--- config.mk ---
export PLATFORM = sky130hd
export DESIGN_NAME = uart_rx_cfg
export DESIGN_NICKNAME = d
export VERILOG_FILES = /design/src/rtl/uart_pkg.sv /design/src/rtl/uart_baud_tick.sv /design/src/rtl/uart_rx_cfg.sv
export SDC_FILE = /design/constraint.sdc
export NUM_CORES = 1
export LEC_CHECK = 0
export BUFFER_PORTS_ARGS = -buffer_cell sky130_fd_sc_hd__buf_2
export CAP_MARGIN = 20
export CORE_ASPECT_RATIO = 1.25
export CORE_MARGIN = 2
export CORE_UTILIZATION = 41
export CTS_CLUSTER_SIZE = 25
export DETAILED_ROUTE_END_ITERATION = 7
export PLACE_DENSITY = 0.7
export SKIP_LAST_GASP = 1
export SLEW_MARGIN = 25
export SYNTH_ARGS = -nofsm -noshare
export SYNTH_HDL_FRONTEND = slang
export SYNTH_SLANG_ARGS = --single-unit
--- constraint.sdc ---
create_clock -name clk -period 2.2 [get_ports clk]
set_input_delay 0.33 -clock clk [delete_from_list [all_inputs] [get_ports clk]]
set_output_delay 0.33 -clock clk [all_outputs]
set_load 0.02 [all_outputs]
--- src/rtl/uart_pkg.sv ---
// Shared UART definitions: receiver state encoding, parity modes and the baud divisor helper.
package uart_pkg;

    typedef enum logic [2:0] {
        ST_IDLE    = 3'd0,
        ST_START   = 3'd1,
        ST_DATA    = 3'd2,
        ST_PARITY  = 3'd3,
        ST_STOP    = 3'd4,
        ST_DELIVER = 3'd5
    } rx_state_e;

    localparam int PAR_NONE = 0;
    localparam int PAR_ODD  = 1;
    localparam int PAR_EVEN = 2;

    // Clock cycles per oversample tick, rounded to nearest.
    function automatic int calc_div(input int clk_freq, input int baud, input int oversample);
        return (clk_freq + (baud * oversample) / 2) / (baud * oversample);
    endfunction

    // Expected parity bit given the XOR-reduction of the payload.
    function automatic logic parity_of(input logic xor_red, input int mode);
        return (mode == PAR_ODD) ? ~xor_red : xor_red;
    endfunction

endpackage

--- src/rtl/uart_baud_tick.sv ---
// Divisor counter emitting a one-cycle tick every DIV clocks; held at zero while clr is high.
module uart_baud_tick #(
    parameter int DIV = 326
) (
    input  logic clk,
    input  logic rst,
    input  logic clr,
    output logic tick
);
    localparam int W = (DIV > 1) ? $clog2(DIV) : 1;

    logic [W-1:0] cnt;

    always_ff @(posedge clk) begin
        if (rst || clr) begin
            cnt  <= '0;
            tick <= 1'b0;
        end else if (cnt == W'(DIV - 1)) begin
            cnt  <= '0;
            tick <= 1'b1;
        end else begin
            cnt  <= cnt + 1'b1;
            tick <= 1'b0;
        end
    end

endmodule

--- src/rtl/uart_rx_cfg.sv ---
// Configurable UART receiver with error flags and a one-entry valid/ready holding register.
// Define UART_RX_MAJORITY_EN for 2-of-3 majority sampling around each bit centre.
module uart_rx_cfg
    import uart_pkg::*;
#(
    parameter int CLK_FREQ   = 50000000,
    parameter int BAUD       = 9600,
    parameter int OVERSAMPLE = 16,
    parameter int DATA_BITS  = 8,
    parameter int PARITY     = 0,
    parameter int STOP_BITS  = 1
) (
    input  logic                 clk,
    input  logic                 RST,
    input  logic                 RX_Pin_In,
    output logic [DATA_BITS-1:0] RX_Data_Out,
    output logic                 RX_Valid_Out,
    input  logic                 RX_Ready_In,
    output logic                 Parity_Err_Out,
    output logic                 Frame_Err_Out,
    output logic                 Overrun_Err_Out,
    input  logic                 Err_Clr_In,
    output logic                 Busy_Out,
    output rx_state_e            dbg_state
);
    localparam int DIV = calc_div(CLK_FREQ, BAUD, OVERSAMPLE);
    localparam int TW  = $clog2(OVERSAMPLE);
    localparam int BCW = $clog2(DATA_BITS);

    rx_state_e            state, state_next;
    logic                 rx_meta, rx_sync, rx_prev;
    logic                 tick, decide, bit_val, fall, load;
    logic [TW-1:0]        os_cnt;
    logic [BCW-1:0]       bit_cnt;
    logic                 stop_cnt;
    logic [DATA_BITS-1:0] shreg;
    logic                 par_err, frm_err, wait_high;

    // Handshake: a payload transfers on any cycle where RX_Valid_Out and RX_Ready_In are both high;
    // data and flags stay stable while valid is high and ready is low.

    always_ff @(posedge clk) begin
        if (RST) begin
            rx_meta <= 1'b1;
            rx_sync <= 1'b1;
            rx_prev <= 1'b1;
        end else begin
            rx_meta <= RX_Pin_In;
            rx_sync <= rx_meta;
            rx_prev <= rx_sync;
        end
    end

    assign fall = rx_prev & ~rx_sync;

    uart_baud_tick #(.DIV(DIV)) u_tick (
        .clk  (clk),
        .rst  (RST),
        .clr  (state == ST_IDLE),
        .tick (tick)
    );

    // Oversample index free-runs modulo OVERSAMPLE for the whole frame.
    always_ff @(posedge clk) begin
        if (RST || state == ST_IDLE) begin
            os_cnt <= '0;
        end else if (tick) begin
            os_cnt <= (os_cnt == TW'(OVERSAMPLE - 1)) ? '0 : os_cnt + 1'b1;
        end
    end

    assign decide = tick && (os_cnt == TW'(OVERSAMPLE / 2 + 1));

`ifdef UART_RX_MAJORITY_EN
    logic [1:0] smp;

    always_ff @(posedge clk) begin
        if (RST) begin
            smp <= 2'b11;
        end else if (tick && os_cnt == TW'(OVERSAMPLE / 2 - 1)) begin
            smp[0] <= rx_sync;
        end else if (tick && os_cnt == TW'(OVERSAMPLE / 2)) begin
            smp[1] <= rx_sync;
        end
    end

    assign bit_val = (smp[0] & smp[1]) | (smp[0] & rx_sync) | (smp[1] & rx_sync);
`else
    logic smp;

    always_ff @(posedge clk) begin
        if (RST) begin
            smp <= 1'b1;
        end else if (tick && os_cnt == TW'(OVERSAMPLE / 2)) begin
            smp <= rx_sync;
        end
    end

    assign bit_val = smp;
`endif

    always_ff @(posedge clk) begin
        if (RST) state <= ST_IDLE;
        else     state <= state_next;
    end

    always_comb begin
        state_next = state;
        case (state)
            ST_IDLE:    if (fall && !wait_high) state_next = ST_START;
            ST_START:   if (decide) state_next = bit_val ? ST_IDLE : ST_DATA;
            ST_DATA:    if (decide && bit_cnt == BCW'(DATA_BITS - 1))
                            state_next = (PARITY != PAR_NONE) ? ST_PARITY : ST_STOP;
            ST_PARITY:  if (decide) state_next = ST_STOP;
            ST_STOP:    if (decide && stop_cnt == 1'(STOP_BITS - 1)) state_next = ST_DELIVER;
            ST_DELIVER: state_next = ST_IDLE;
            default:    state_next = ST_IDLE;
        endcase
    end

    always_ff @(posedge clk) begin
        if (RST) begin
            bit_cnt   <= '0;
            stop_cnt  <= 1'b0;
            shreg     <= '0;
            par_err   <= 1'b0;
            frm_err   <= 1'b0;
            wait_high <= 1'b0;
        end else begin
            if (state == ST_IDLE) begin
                bit_cnt  <= '0;
                stop_cnt <= 1'b0;
                par_err  <= 1'b0;
                frm_err  <= 1'b0;
                if (rx_sync) wait_high <= 1'b0;
            end
            if (decide) begin
                case (state)
                    ST_DATA: begin
                        shreg   <= {bit_val, shreg[DATA_BITS-1:1]};
                        bit_cnt <= bit_cnt + 1'b1;
                    end
                    ST_PARITY: par_err <= (bit_val != parity_of(^shreg, PARITY));
                    ST_STOP: begin
                        stop_cnt <= stop_cnt + 1'b1;
                        if (!bit_val) frm_err <= 1'b1;
                    end
                    default: ;
                endcase
            end
            // A break leaves the line low; hold off re-arming until it is seen high.
            if (state == ST_DELIVER && frm_err) wait_high <= 1'b1;
        end
    end

    assign load = (state == ST_DELIVER) && (!RX_Valid_Out || RX_Ready_In);

    always_ff @(posedge clk) begin
        if (RST) begin
            RX_Data_Out     <= '0;
            RX_Valid_Out    <= 1'b0;
            Parity_Err_Out  <= 1'b0;
            Frame_Err_Out   <= 1'b0;
            Overrun_Err_Out <= 1'b0;
        end else begin
            if (load) begin
                RX_Data_Out    <= shreg;
                Parity_Err_Out <= par_err;
                Frame_Err_Out  <= frm_err;
                RX_Valid_Out   <= 1'b1;
            end else if (RX_Valid_Out && RX_Ready_In) begin
                RX_Valid_Out <= 1'b0;
            end
            if (state == ST_DELIVER && RX_Valid_Out && !RX_Ready_In) Overrun_Err_Out <= 1'b1;
            else if (Err_Clr_In)                                      Overrun_Err_Out <= 1'b0;
        end
    end

    assign Busy_Out  = (state != ST_IDLE);
    assign dbg_state = state;

endmodule

==> flow_metrics.tcl <==
set metrics [dict create \
    timing_hold_violations_final 0 \
    clk_pin_slew_worst_paths_ns 0.09 \
    grt_remaining_overflow 0 \
    core_um2 4800 \
    rsz0062_at_grt "no" \
    route.detailed.drc 0 \
    cp_cell_sequence "ha_1, and4b_4, nand3_1, mux2_1, nor2_1" \
    detailroute.via_count 1498 \
    finClkSkew_ns 0.00775 \
    grt_max_degree 36 \
    crit_arrival_ns 2.03 \
    diodes 0 \
    share_of_post_route_cells_with_drive_strength_above_1_pct 15.2 \
    detailedRoute.firstIterationViolations 67 \
    syn_avg_cell_area_um2 9.10 \
    number_of_buffers_added_for_setup_after_cts 0 \
    run_status "completed" \
    most_area_consuming_cells_after_synthesis "sky130_fd_sc_hd__dfxtp_1 (46%), sky130_fd_sc_hd__nor2_1 (6.7%), sky130_fd_sc_hd__mux2i_1 (6.3%), sky130_fd_sc_hd__nand2_1 (4.9%), sky130_fd_sc_hd__ha_1 (4.2%)" \
    clock-sinks 48 \
    yosys.area.top_type_share_pct 46.3 \
    ys_ff_latch 48 \
    slew_violations 0 \
    synth_common_cells "sky130_fd_sc_hd__dfxtp_1 (48), sky130_fd_sc_hd__nor2_1 (37), sky130_fd_sc_hd__nand2_1 (27)" \
    place_area_um2 2190 \
    timing.critical_path.slowest_stage_cell "sky130_fd_sc_hd__mux2_1" \
    ys_seq_area_share_pct 46.3 \
    endpoint_type_of_the_worst_setup_path "flop" \
    postLayoutCellArea_um2 2280 \
    synth_top_cell_by_area "sky130_fd_sc_hd__dfxtp_1" \
    final.setup.worst_slack_ns 0.409 \
    gpl.final_weighted_congestion 0.763 \
    synthesis.instances 228 \
    drt-pass1-iter-count 4 \
    synthesis.area_um2 2070 \
    async_reset_ff_share_pct 0 \
    cts_bufs_inserted 5 \
    area_delta_synth_final_pct 9.71 \
    finalSetupTns_ns 0 \
    critPathRequiredTime_ns 2.44 \
    vias_in_the_first_global_route 1459 \
    yosysWarningCount 0 \
    die_h_um 83.5 \
    design_power_total_w 0.00141 \
    yosys.cell_types.count 35 \
    yosys.cell_count.top_type "sky130_fd_sc_hd__dfxtp_1" \
    reg2regPathDepth 5 \
    max-clock-path-buffers 2 \
    die_x_um 67.6 \
    hold_path.class "in -> reg" \
    start_util_pct 43.2 \
    cts_resized 0 \
    die_area_um2 5650 \
    criticalPathCategory "reg -> reg" \
    syn_nets 240 \
    cp_max_fo 11 \
    preCtsSetupSlack_ns 0.413 \
    finalNetCount 256 \
    routedWlPerCell_um 11.6 \
    clock_tree.htree_level_count 2 \
    grtUsageTotal_pct 14.0 \
    slew-limit-headroom_pct 59.2 \
    timing.final.setup_violations 0 \
    fmax_ghz 0.558 \
    vdd_ir_drop_max_mv 0.519 \
    hold_bufs_inserted_after_cts 0 \
    grt_antenna_before_repair 0 \
    first_pass_grt_wire_length_um 6080 \
    tightest_slew_ns 0.611 \
    layout_worst_path_cycle_share_pct 81.4 \
    design.portCount 21 \
    vias_per_cell 4.93 \
    total_leakage_power_nw 0.875 \
    wl_um 3540 \
    core.rowCount 28 \
    synth_ff_type "sky130_fd_sc_hd__dfxtp_1" \
    minimum_clock_period_ns 1.79 \
    multi_input_area_um2 1020 \
    fillerInstances 476 \
    buffer_ports.inserted 20 \
    slowest_cell_delay_on_critical_path_ns 0.43 \
    worst_hold_path.num_cells 2 \
    layout.core_utilization_pct 47.4 \
    clockRootBuffer "sky130_fd_sc_hd__clkbuf_8" \
    route.antenna.remaining_nets 0 \
    max-cap-violations 0 \
    synth-edff-count 0 \
    cts_tree "yes" \
    worstSkewPairLatency_ns 0.30 \
    seq_area_um2 961 \
    setup.worst_path.start_class "flop" \
    place_hpwl_um 2500 \
    pwr_density_cell_nw_per_um2 621 \
]
## cells in the final DEF, fill, tap and decap left out, types with 4 or more instances in the layout
cell type | Yosys | final
sky130_fd_sc_hd__nor2b_1 | 4 | 4
sky130_fd_sc_hd__inv_1 | 7 | 7
sky130_fd_sc_hd__nor2_1 | 37 | 37
sky130_fd_sc_hd__buf_2 | 6 | 20
sky130_fd_sc_hd__xnor2_1 | 7 | 7
sky130_fd_sc_hd__dfxtp_1 | 48 | 48
sky130_fd_sc_hd__nand3_1 | 9 | 9
sky130_fd_sc_hd__clkbuf_8 | 0 | 5
sky130_fd_sc_hd__or2_2 | 4 | 4
sky130_fd_sc_hd__xor2_1 | 7 | 7
sky130_fd_sc_hd__a21oi_1 | 16 | 16
sky130_fd_sc_hd__mux2i_1 | 13 | 13
sky130_fd_sc_hd__nand2_1 | 27 | 27
sky130_fd_sc_hd__nand4_1 | 4 | 4
sky130_fd_sc_hd__ha_1 | 7 | 7
## sequential cells by signal, summed over array words and instances (netlist names), 3 cells and up
| register | count |
|---|---|
| os_cnt | 4 |
| dbg_state | 3 |
| u_tick.cnt | 9 |
| RX_Data_Out | 8 |
| shreg | 8 |
| bit_cnt | 3 |
## report_power, final
part           internal, W  switching (W)
sequential        0.000872     0.00000509
clock             0.000215       0.000281
combinational    0.0000135      0.0000260
## worst paths after layout
| check | from | slack, ns | endpoint |
|---|---|---|---|
| worst max-delay path | os_cnt[0] | 0.41 | bit_cnt[0] |
| worst min-delay path | RX_Pin_In | 0.21 | rx_meta |
| worst max register to register | os_cnt[0] | 0.41 | bit_cnt[0] |
| worst min register to register | rx_meta | 0.42 | rx_sync |
## per-layer routing
layer | GRT usage (%) | vias up | routed length (um)
met4 | 5.57 | 0 | 76
met3 | 4.45 | 7 | 109
li1 | - | 793 | -
met2 | 24.2 | 17 | 1760
met5 | 0 | - | 0
met1 | 15.2 | 681 | 1590
## cells by family (layout without fill, tap and decap cells)
group                      Yosys count  in the layout  share of synthesized area, %
AOI/OAI and AO/OA                   25             25                          7.96
xor gates and xnor gates            15             15                          7.00
adders and majority gates            7              7                          4.22
buffers and inverters               19             35                          4.52
DFF                                 48             48                          46.3
muxes                               14             14                          6.82
and+or+nand+nor                    100            100                          23.2
## cell type report
class	count	area share (%)
flip-flops and latches	48	42.2
clock inverters	2	0.550
multi-input cells	161	45.0
clock buffers	5	3.02
inverters	7	1.15
repair buffers	21	4.73
well taps	60	3.30
## critical path, delay by kind of cell, from the launching register on
kind	cells	cell delay (ns)
adder cells (fa/ha/maj)	1	0.19
flip-flops	1	0.41
AND/OR/NAND/NOR	3	0.71
multiplexers	1	0.43
## through the flow
| step | std cells | hold slack (ns) |
|---|---|---|
| 2_1_floorplan | 228 | 0.389 |
| 3_3_place_gp | 297 | 0.395 |
| 3_5_place_dp | 297 | 0.402 |
| 4_1_cts | 304 | 0.201 |
| 5_1_grt | 304 | 0.210 |
| 6_report | 304 | 0.212 |
(Power assumes the default switching activity.)
